[src/rtl/matmul_pkg.sv]
`default_nettype none
// +--------------------------------------------------------------------+
// | matmul_pkg : shared types and defaults for matmul_addr_seq         |
// | Revision   : 1.0                                                   |
// +--------------------------------------------------------------------+
package matmul_pkg;

    localparam int DEF_ADDR_W = 8;
    localparam int DEF_DIM_W  = 8;

    typedef enum logic [1:0] {
        IDLE = 2'd0,
        RUN  = 2'd1,
        FIN  = 2'd2
    } state_e;

    typedef struct packed {
        logic [DEF_ADDR_W-1:0] addr_a;
        logic [DEF_ADDR_W-1:0] addr_b;
        logic [DEF_ADDR_W-1:0] addr_d;
        logic                  first_k;
        logic                  last_k;
    } tuple_t;

endpackage
`default_nettype wire

[src/rtl/matmul_addr_seq_if.sv]
`default_nettype none
// +--------------------------------------------------------------------+
// | matmul_addr_seq_if : address-tuple valid/ready channel             |
// | Revision           : 1.0                                           |
// +--------------------------------------------------------------------+
interface matmul_addr_seq_if
    import matmul_pkg::*;
#(
    parameter int ADDR_W = DEF_ADDR_W
);
    logic              addr_valid;
    logic              addr_ready;
    logic [ADDR_W-1:0] addr_a;
    logic [ADDR_W-1:0] addr_b;
    logic [ADDR_W-1:0] addr_d;
    logic              first_k;
    logic              last_k;

    modport master (
        output addr_valid, addr_a, addr_b, addr_d, first_k, last_k,
        input  addr_ready
    );

    modport slave (
        input  addr_valid, addr_a, addr_b, addr_d, first_k, last_k,
        output addr_ready
    );
endinterface
`default_nettype wire

[src/rtl/matmul_addr_seq_loop_counter.sv]
`default_nettype none
// +--------------------------------------------------------------------+
// | loop_counter : one loop index; wrap flags the last iteration        |
// | Revision     : 1.0                                                 |
// +--------------------------------------------------------------------+
module loop_counter
    import matmul_pkg::*;
#(
    parameter int W = DEF_DIM_W
) (
    input  logic         clock,
    input  logic         reset,
    input  logic         load,
    input  logic         inc,
    input  logic [W-1:0] start_val,
    input  logic [W-1:0] step,
    input  logic [W-1:0] limit,
    output logic [W-1:0] value,
    output logic         wrap
);
    logic [W-1:0] value_q, value_d;
    logic [W:0]   w_sum;

    // Extra bit so value+step never aliases below the limit.
    assign w_sum = {1'b0, value_q} + {1'b0, step};
    assign wrap  = (w_sum >= {1'b0, limit});
    assign value = value_q;

    always_comb begin
        value_d = value_q;
        if (load) begin
            value_d = start_val;
        end else if (inc) begin
            value_d = wrap ? start_val : w_sum[W-1:0];
        end
    end

    always_ff @(posedge clock) begin
        if (reset) begin
            value_q <= '0;
        end else begin
            value_q <= value_d;
        end
    end
endmodule
`default_nettype wire

[src/rtl/matmul_addr_seq.sv]
`default_nettype none
// +--------------------------------------------------------------------+
// | matmul_addr_seq : i/j/k loop nest emitting (A,B,D) address tuples  |
// | Revision        : 1.0                                              |
// +--------------------------------------------------------------------+
module matmul_addr_seq
    import matmul_pkg::*;
#(
    parameter int ADDR_W    = DEF_ADDR_W,
    parameter int DIM_W     = DEF_DIM_W,
    parameter int NUM_CORES = 1,
    parameter int CORE_ID   = 0
) (
    input  logic              clock,
    input  logic              reset,
    input  logic              start,
    input  logic [DIM_W-1:0]  dim_i,
    input  logic [DIM_W-1:0]  dim_j,
    input  logic [DIM_W-1:0]  dim_k,
    input  logic [ADDR_W-1:0] base_a,
    input  logic [ADDR_W-1:0] base_b,
    input  logic [ADDR_W-1:0] base_d,
    input  logic              b_trans,
    matmul_addr_seq_if.master addr_if,
    output logic              busy,
    output logic              done
);
    localparam logic [DIM_W-1:0] C_CORE_ID   = DIM_W'(CORE_ID);
    localparam logic [DIM_W-1:0] C_NUM_CORES = DIM_W'(NUM_CORES);

    state_e            state_q, state_d;
    logic [DIM_W-1:0]  dim_i_q, dim_i_d, dim_j_q, dim_j_d, dim_k_q, dim_k_d;
    logic [ADDR_W-1:0] base_b_q, base_b_d;
    logic [ADDR_W-1:0] row_a_q, row_a_d, row_d_q, row_d_d, col_b_q, col_b_d;
    logic [ADDR_W-1:0] stride_a_q, stride_a_d, stride_d_q, stride_d_d;
    logic [ADDR_W-1:0] step_b_q, step_b_d, step_col_q, step_col_d;
    logic [ADDR_W-1:0] addr_a_q, addr_a_d, addr_b_q, addr_b_d, addr_d_q, addr_d_d;
    logic              valid_q, valid_d, first_k_q, first_k_d, last_k_q, last_k_d;
    logic              busy_q, busy_d, done_q, done_d;

    logic              degenerate, load, adv;
    logic              i_wrap, j_wrap, k_wrap;
    logic [DIM_W-1:0]  i_val, j_val, k_val;
    logic [DIM_W+1:0]  k_plus2;
    logic              unused_cnt;

    assign degenerate = (dim_i == '0) || (dim_j == '0) || (dim_k == '0) || (dim_i <= C_CORE_ID);
    assign load       = (state_q == IDLE) && start && !degenerate;
    assign adv        = (state_q == RUN) && valid_q && addr_if.addr_ready;
    assign k_plus2    = {2'b00, k_val} + (DIM_W+2)'(2);
    assign unused_cnt = ^{i_val, j_val};

    loop_counter #(.W(DIM_W)) u_cnt_i (
        .clock(clock), .reset(reset), .load(load), .inc(adv && k_wrap && j_wrap),
        .start_val(C_CORE_ID), .step(C_NUM_CORES), .limit(dim_i_q),
        .value(i_val), .wrap(i_wrap)
    );

    loop_counter #(.W(DIM_W)) u_cnt_j (
        .clock(clock), .reset(reset), .load(load), .inc(adv && k_wrap),
        .start_val('0), .step(DIM_W'(1)), .limit(dim_j_q),
        .value(j_val), .wrap(j_wrap)
    );

    loop_counter #(.W(DIM_W)) u_cnt_k (
        .clock(clock), .reset(reset), .load(load), .inc(adv),
        .start_val('0), .step(DIM_W'(1)), .limit(dim_k_q),
        .value(k_val), .wrap(k_wrap)
    );

    always_comb begin
        state_d    = state_q;
        dim_i_d    = dim_i_q;    dim_j_d    = dim_j_q;    dim_k_d  = dim_k_q;
        base_b_d   = base_b_q;
        row_a_d    = row_a_q;    row_d_d    = row_d_q;    col_b_d  = col_b_q;
        stride_a_d = stride_a_q; stride_d_d = stride_d_q;
        step_b_d   = step_b_q;   step_col_d = step_col_q;
        addr_a_d   = addr_a_q;   addr_b_d   = addr_b_q;   addr_d_d = addr_d_q;
        valid_d    = valid_q;    first_k_d  = first_k_q;  last_k_d = last_k_q;
        case (state_q)
            IDLE: begin
                if (start && degenerate) begin
                    state_d = FIN;
                end else if (load) begin
                    state_d    = RUN;
                    dim_i_d    = dim_i;
                    dim_j_d    = dim_j;
                    dim_k_d    = dim_k;
                    base_b_d   = base_b;
                    // Constant-factor scaling only; per-step updates are pure adds.
                    stride_a_d = ADDR_W'(NUM_CORES) * ADDR_W'(dim_k);
                    stride_d_d = ADDR_W'(NUM_CORES) * ADDR_W'(dim_j);
                    row_a_d    = base_a + ADDR_W'(CORE_ID) * ADDR_W'(dim_k);
                    row_d_d    = base_d + ADDR_W'(CORE_ID) * ADDR_W'(dim_j);
                    col_b_d    = base_b;
                    step_b_d   = b_trans ? ADDR_W'(1) : ADDR_W'(dim_j);
                    step_col_d = b_trans ? ADDR_W'(dim_k) : ADDR_W'(1);
                    addr_a_d   = row_a_d;
                    addr_b_d   = base_b;
                    addr_d_d   = row_d_d;
                    valid_d    = 1'b1;
                    first_k_d  = 1'b1;
                    last_k_d   = (dim_k == DIM_W'(1));
                end
            end
            RUN: begin
                if (adv) begin
                    if (k_wrap && j_wrap && i_wrap) begin
                        state_d   = FIN;
                        valid_d   = 1'b0;
                        first_k_d = 1'b0;
                        last_k_d  = 1'b0;
                    end else if (!k_wrap) begin
                        addr_a_d  = addr_a_q + ADDR_W'(1);
                        addr_b_d  = addr_b_q + step_b_q;
                        first_k_d = 1'b0;
                        last_k_d  = (k_plus2 >= {2'b00, dim_k_q});
                    end else if (!j_wrap) begin
                        col_b_d   = col_b_q + step_col_q;
                        addr_a_d  = row_a_q;
                        addr_b_d  = col_b_d;
                        addr_d_d  = addr_d_q + ADDR_W'(1);
                        first_k_d = 1'b1;
                        last_k_d  = (dim_k_q == DIM_W'(1));
                    end else begin
                        row_a_d   = row_a_q + stride_a_q;
                        row_d_d   = row_d_q + stride_d_q;
                        col_b_d   = base_b_q;
                        addr_a_d  = row_a_d;
                        addr_b_d  = base_b_q;
                        addr_d_d  = row_d_d;
                        first_k_d = 1'b1;
                        last_k_d  = (dim_k_q == DIM_W'(1));
                    end
                end
            end
            FIN:     state_d = IDLE;
            default: state_d = IDLE;
        endcase
        busy_d = (state_d != IDLE);
        done_d = (state_d == FIN);
    end

    always_ff @(posedge clock) begin
        if (reset) begin
            state_q    <= IDLE;
            dim_i_q    <= '0; dim_j_q    <= '0; dim_k_q  <= '0;
            base_b_q   <= '0;
            row_a_q    <= '0; row_d_q    <= '0; col_b_q  <= '0;
            stride_a_q <= '0; stride_d_q <= '0;
            step_b_q   <= '0; step_col_q <= '0;
            addr_a_q   <= '0; addr_b_q   <= '0; addr_d_q <= '0;
            valid_q    <= 1'b0; first_k_q <= 1'b0; last_k_q <= 1'b0;
            busy_q     <= 1'b0; done_q    <= 1'b0;
        end else begin
            state_q    <= state_d;
            dim_i_q    <= dim_i_d;    dim_j_q    <= dim_j_d;    dim_k_q  <= dim_k_d;
            base_b_q   <= base_b_d;
            row_a_q    <= row_a_d;    row_d_q    <= row_d_d;    col_b_q  <= col_b_d;
            stride_a_q <= stride_a_d; stride_d_q <= stride_d_d;
            step_b_q   <= step_b_d;   step_col_q <= step_col_d;
            addr_a_q   <= addr_a_d;   addr_b_q   <= addr_b_d;   addr_d_q <= addr_d_d;
            valid_q    <= valid_d;    first_k_q  <= first_k_d;  last_k_q <= last_k_d;
            busy_q     <= busy_d;     done_q     <= done_d;
        end
    end

    assign addr_if.addr_valid = valid_q;
    assign addr_if.addr_a     = addr_a_q;
    assign addr_if.addr_b     = addr_b_q;
    assign addr_if.addr_d     = addr_d_q;
    assign addr_if.first_k    = first_k_q;
    assign addr_if.last_k     = last_k_q;
    assign busy               = busy_q;
    assign done               = done_q;
endmodule
`default_nettype wire

[src/flat_wrapper.sv]
// flat-port wrapper written by rule: the top's interface ports become plain ports
module matmul_addr_seq_flat import matmul_pkg::*;
#(
    parameter int ADDR_W    = DEF_ADDR_W,
    parameter int DIM_W     = DEF_DIM_W,
    parameter int NUM_CORES = 1,
    parameter int CORE_ID   = 0
)
  (clock, reset, start, dim_i, dim_j, dim_k, base_a, base_b, base_d, b_trans, busy, done, addr_if_addr_valid, addr_if_addr_a, addr_if_addr_b, addr_if_addr_d, addr_if_first_k, addr_if_last_k, addr_if_addr_ready);
  matmul_addr_seq_if #(.ADDR_W(ADDR_W)) addr_if_i ();
  input  logic clock;
  input  logic reset;
  input  logic start;
  input  logic [DIM_W-1:0] dim_i;
  input  logic [DIM_W-1:0] dim_j;
  input  logic [DIM_W-1:0] dim_k;
  input  logic [ADDR_W-1:0] base_a;
  input  logic [ADDR_W-1:0] base_b;
  input  logic [ADDR_W-1:0] base_d;
  input  logic b_trans;
  output logic busy;
  output logic done;
  output wire logic [$bits(addr_if_i.addr_valid)-1:0] addr_if_addr_valid;
  output wire logic [$bits(addr_if_i.addr_a)-1:0] addr_if_addr_a;
  output wire logic [$bits(addr_if_i.addr_b)-1:0] addr_if_addr_b;
  output wire logic [$bits(addr_if_i.addr_d)-1:0] addr_if_addr_d;
  output wire logic [$bits(addr_if_i.first_k)-1:0] addr_if_first_k;
  output wire logic [$bits(addr_if_i.last_k)-1:0] addr_if_last_k;
  input wire logic [$bits(addr_if_i.addr_ready)-1:0] addr_if_addr_ready;
  assign addr_if_addr_valid = addr_if_i.addr_valid;
  assign addr_if_addr_a = addr_if_i.addr_a;
  assign addr_if_addr_b = addr_if_i.addr_b;
  assign addr_if_addr_d = addr_if_i.addr_d;
  assign addr_if_first_k = addr_if_i.first_k;
  assign addr_if_last_k = addr_if_i.last_k;
  assign addr_if_i.addr_ready = addr_if_addr_ready;
  matmul_addr_seq #(.ADDR_W(ADDR_W), .DIM_W(DIM_W), .NUM_CORES(NUM_CORES), .CORE_ID(CORE_ID)) u_core (.clock(clock), .reset(reset), .start(start), .dim_i(dim_i), .dim_j(dim_j), .dim_k(dim_k), .base_a(base_a), .base_b(base_b), .base_d(base_d), .b_trans(b_trans), .addr_if(addr_if_i), .busy(busy), .done(done));
endmodule
[config.mk]
export PLATFORM = sky130hd
export DESIGN_NAME = matmul_addr_seq_flat
export DESIGN_NICKNAME = d
export VERILOG_FILES = /design/src/rtl/matmul_pkg.sv /design/src/rtl/matmul_addr_seq_if.sv /design/src/rtl/matmul_addr_seq_loop_counter.sv /design/src/rtl/matmul_addr_seq.sv /design/src/flat_wrapper.sv
export SDC_FILE = /design/constraint.sdc
export NUM_CORES = 1
export LEC_CHECK = 0
export ABC_CLOCK_PERIOD_IN_PS = 6600
export BUFFER_PORTS_ARGS = -buffer_cell sky130_fd_sc_hd__buf_4
export CAP_MARGIN = 20
export CORE_MARGIN = 3
export CORE_UTILIZATION = 55
export CTS_CLUSTER_DIAMETER = 200
export DETAILED_ROUTE_END_ITERATION = 10
export PLACE_DENSITY = 0.83
export RECOVER_POWER = 25
export SYNTH_ARGS = -nofsm -noshare
export SYNTH_HDL_FRONTEND = slang
export SYNTH_SLANG_ARGS = --single-unit
[constraint.sdc]
create_clock -name clock -period 6.6 [get_ports clock]
set_input_delay 0.66 -clock clock [delete_from_list [all_inputs] [get_ports clock]]
set_output_delay 0.66 -clock clock [all_outputs]
set_load 0.03 [all_outputs]
==> impl_metrics.tcl <==
set metrics [dict create \
    clk_root_buffer_cell "sky130_fd_sc_hd__clkbuf_16" \
    vdd.ir_drop.worst_uv 294 \
    largest_net_degree_at_the_start_of_global_routing 86 \
    drive_above_1_share_pct 10.6 \
    vias_per_cell 6.22 \
    synthToLayoutAreaGrowth_pct 13.5 \
    powerDensity_mw_per_mm2 251 \
    synthSimpleGateAreaFrac_pct 21.9 \
    synth_area_leader_cell "sky130_fd_sc_hd__dfxtp_1" \
    synth-edff-count 0 \
    maxCapViolCount 1 \
    netSwitchingFraction_pct 33.1 \
    gp_congestion 0.912 \
    detailedPlacementHpwl_um 16000 \
    synthesis.area_per_instance_um2 7.87 \
    grt.met1_usage_pct 38.0 \
    setup_violations 0 \
    fin_skew_ns 0.0128 \
    final_period_minus_worst_setup_slack_ns 4.43 \
    finish.instance_area_mm2 0.00922 \
    fmaxAchievable_mhz 226 \
    tritoncts "yes" \
    synthesis.area_mm2 0.00812 \
    routed_wl_um 22800 \
    worst_slew_pin_slew_ns 3.96 \
    instance_area_after_placement_mm2 0.00874 \
    status "finished with violations" \
    violations "capacitance limit, slew limit" \
    gr-max-usage-layer "met2" \
    routedWlPerCell_um 17.9 \
    synth-seq-cells 127 \
    die-area_mm2 0.0163 \
    power.clock.fraction_pct 41.1 \
    hold_depth 2 \
    worst-setup-path-type "in2reg" \
    synth_fp_nets 1154 \
    synth_compound_area_share_pct 22.7 \
    reg2regPathDepth 11 \
    pin_count 82 \
    max_slew_margin_pct -164 \
    post_cts_hold_buffer_count 0 \
    yosys_warnings 0 \
    detailroute.via_count 7913 \
    worstReg2RegEnd "u_core.col_b_q[2]" \
    post-route-drc-count 0 \
    yosys.area_share.xor_xnor_pct 6.69 \
    yosysMostFrequentCell "sky130_fd_sc_hd__nand2_1" \
    floorplan.core_area_mm2 0.0141 \
    reg2reg_slack_ns 2.21 \
    critical_path_arrival_ns 4.72 \
    global_route.usage.met2_pct 44.3 \
    dp_cells 1240 \
    crit_path_max_fanout 85 \
    antenna-diode-count 0 \
    timing.hold.worst.class "reg2reg" \
    ys.flop_type "sky130_fd_sc_hd__dfxtp_1" \
    rsz_0062_raised_after_global_routing "false" \
    start_kind "primary input" \
    drt-pass1-iter-count 7 \
    count_of_input_and_output_buffers 81 \
    hp-start "u_core.dim_i_q[6]" \
    final_core_utilization_pct 65.1 \
    finalHoldViolations 0 \
    clk_transition_reported_paths_ns 0.06 \
    final-max-slew-violation-count 86 \
    synthesis.instances 1031 \
    synth_fa_ha_area_share_pct 11.2 \
    p_seq_share_pct 37.6 \
    setup_total_negative_slack_ns 0 \
    p_comb_share_pct 21.2 \
    synth.area.mux_share_pct 0.894 \
    p_leak_nw 3.64 \
    h-tree-depth 4 \
    yosys.cell_types.count 76 \
    ys_seq_area_share_pct 31.3 \
    fp.dieH_um 128 \
    worstSkewPairLatency_ns 0.44 \
    gr-total-overflow 0 \
    postCtsResizedCells 0 \
    final_net_count 1202 \
    netSwitchingPower_mw 0.766 \
    antenna_left 0 \
    critical_path_required_ns 6.89 \
    grt_util_met3_pct 6.40 \
    combinational_family_with_the_most_area_after_synthesis "compound AO/OA/AOI/OAI gates" \
    wire_length_of_the_first_global_routing_pass_um 37100 \
    min_delay_worst_endpoint "u_core.dim_i_q[6]" \
    cts_max_path_buffers 2 \
    p_int_mw 1.55 \
    clkSinkCount 127 \
    postCtsSetupBuffers 0 \
    initialDrtViolationCount 775 \
    x_dimension_of_the_die_um 128 \
    synth_commonest_cells "sky130_fd_sc_hd__nand2_1, sky130_fd_sc_hd__dfxtp_1, sky130_fd_sc_hd__a21oi_1, sky130_fd_sc_hd__nor2_1, sky130_fd_sc_hd__ha_1" \
    cts_buffers 17 \
    asyncSetResetFlopFracSynth_pct 0 \
    first_global_vias 7430 \
    netlist_top_cells_area "sky130_fd_sc_hd__dfxtp_1, sky130_fd_sc_hd__ha_1, sky130_fd_sc_hd__nand2_1" \
    worst_r2r_startpoint "u_core.u_cnt_k.value[0]" \
    synthDominantCellAreaShare_pct 31.3 \
    endpoint_kind "flip-flop" \
    initial_core_util_pct 57.4 \
    layout_worst_path_cycle_share_pct 67.2 \
    global_route_usage_over_all_layers_pct 28.4 \
    grt_antenna_before_repair 0 \
    num_rows 43 \
    final_cells 1272 \
]
[layer usage]
layer	vias up	share of wire, %	wire length [um]
li1	3788	-	-
met1	3682	43	9720
met2	380	46	10400
met3	63	8.8	2000
met4	0	3.1	706
met5	-	0	0
[metrics by stage]
stage                     hold slack (ns)  setup slack (ns)  total power, mW
after floorplan                     0.432              3.43             1.22
after detailed placement            0.448              2.42             1.38
final                               0.455              2.17             2.31
after global routing                0.473              1.71             2.40
after CTS                           0.456              2.35             2.31
after global placement              0.442              2.51             1.37
[worst max path at each step]
stage	start	end	slack, ns	depth (start not counted)
floorplan	u_core.u_cnt_j.value[0]	u_core.addr_if.addr_d[2]	3.43	14
global placement	u_core.u_cnt_k.value[0]	u_core.col_b_q[2]	2.51	11
detailed placement	u_core.u_cnt_j.value[0]	u_core.addr_if.addr_a[1]	2.42	13
CTS	u_core.u_cnt_k.value[0]	u_core.col_b_q[2]	2.35	11
global route	reset	u_core.addr_if.last_k	1.71	7
finish	reset	u_core.u_cnt_i.value[1]	2.17	5
[logic make-up after synthesis]
kind of cell / count (synthesis)
buffers and inverters: 102
flip-flops: 127
AO/OA/AOI/OAI: 283
adder cells (fa/ha/maj): 70
multiplexers: 7
AND/OR/NAND/NOR: 380
XOR/XNOR: 62
[sequential cells by signal, indices dropped and copies added (netlist names), 2 cells and up]
signal and flops:
u_core.addr_if.addr_a 8, u_core.addr_if.addr_b 8, u_core.addr_if.addr_d 8, u_core.base_b_q 8
u_core.col_b_q 8, u_core.dim_i_q 8, u_core.dim_k_q 8, u_core.row_a_q 8
u_core.row_d_q 8, u_core.step_b_q 8, u_core.step_col_q 8, u_core.stride_d_q 8
u_core.u_cnt_i.value 8, u_core.u_cnt_j.value 8, u_core.u_cnt_k.value 8, u_core.state_q 2
[cells in the final DEF (no fill, tap or decap), types with 6 or more instances in the layout]
master / Yosys / final
sky130_fd_sc_hd__xnor2_1: 33 / 33
sky130_fd_sc_hd__a211oi_1: 23 / 23
sky130_fd_sc_hd__clkbuf_16: 0 / 17
sky130_fd_sc_hd__a31oi_1: 14 / 14
sky130_fd_sc_hd__clkbuf_1: 37 / 30
sky130_fd_sc_hd__buf_4: 4 / 58
sky130_fd_sc_hd__ha_1: 66 / 66
sky130_fd_sc_hd__and3_1: 12 / 12
sky130_fd_sc_hd__xor2_1: 29 / 29
sky130_fd_sc_hd__a311oi_1: 9 / 9
sky130_fd_sc_hd__or4_1: 7 / 7
sky130_fd_sc_hd__nor3_1: 20 / 20
sky130_fd_sc_hd__o21ai_0: 48 / 48
sky130_fd_sc_hd__inv_1: 42 / 42
sky130_fd_sc_hd__dfxtp_1: 127 / 127
sky130_fd_sc_hd__a21oi_1: 105 / 105
sky130_fd_sc_hd__nor3b_1: 8 / 8
sky130_fd_sc_hd__a21o_1: 10 / 10
sky130_fd_sc_hd__nand2_1: 152 / 151
sky130_fd_sc_hd__o211ai_1: 15 / 15
sky130_fd_sc_hd__nand3_1: 48 / 48
sky130_fd_sc_hd__nand2b_1: 11 / 10
sky130_fd_sc_hd__nor2_1: 82 / 82
sky130_fd_sc_hd__nor2b_1: 7 / 6
[power groups by stage]
stage	clock, mW	sequential (mW)	combinational [mW]
2_1_floorplan	0	0.904	0.318
3_3_place_gp	0	0.883	0.484
3_5_place_dp	0	0.884	0.493
4_1_cts	0.949	0.868	0.497
5_1_grt	0.982	0.875	0.538
6_report	0.951	0.870	0.490
[critical path: stages]
cell	delay, ns
sky130_fd_sc_hd__clkbuf_1	2.72
sky130_fd_sc_hd__clkinv_1	0.32
sky130_fd_sc_hd__buf_4	0.40
sky130_fd_sc_hd__nand2_1	0.48
sky130_fd_sc_hd__a21oi_1	0.10
[final cells by class]
| cell class | count | area [um2] |
|---|---|---|
| multi-input cells | 802 | 5150 |
| fillers | 1210 | 4930 |
| flip-flops and latches | 127 | 2540 |
| repair buffers | 88 | 548 |
| clock buffers | 17 | 425 |
| well taps | 180 | 225 |
| clock inverters | 15 | 161 |
| inverters | 43 | 161 |
No activity file was read; power rests on OpenSTA's default activity.
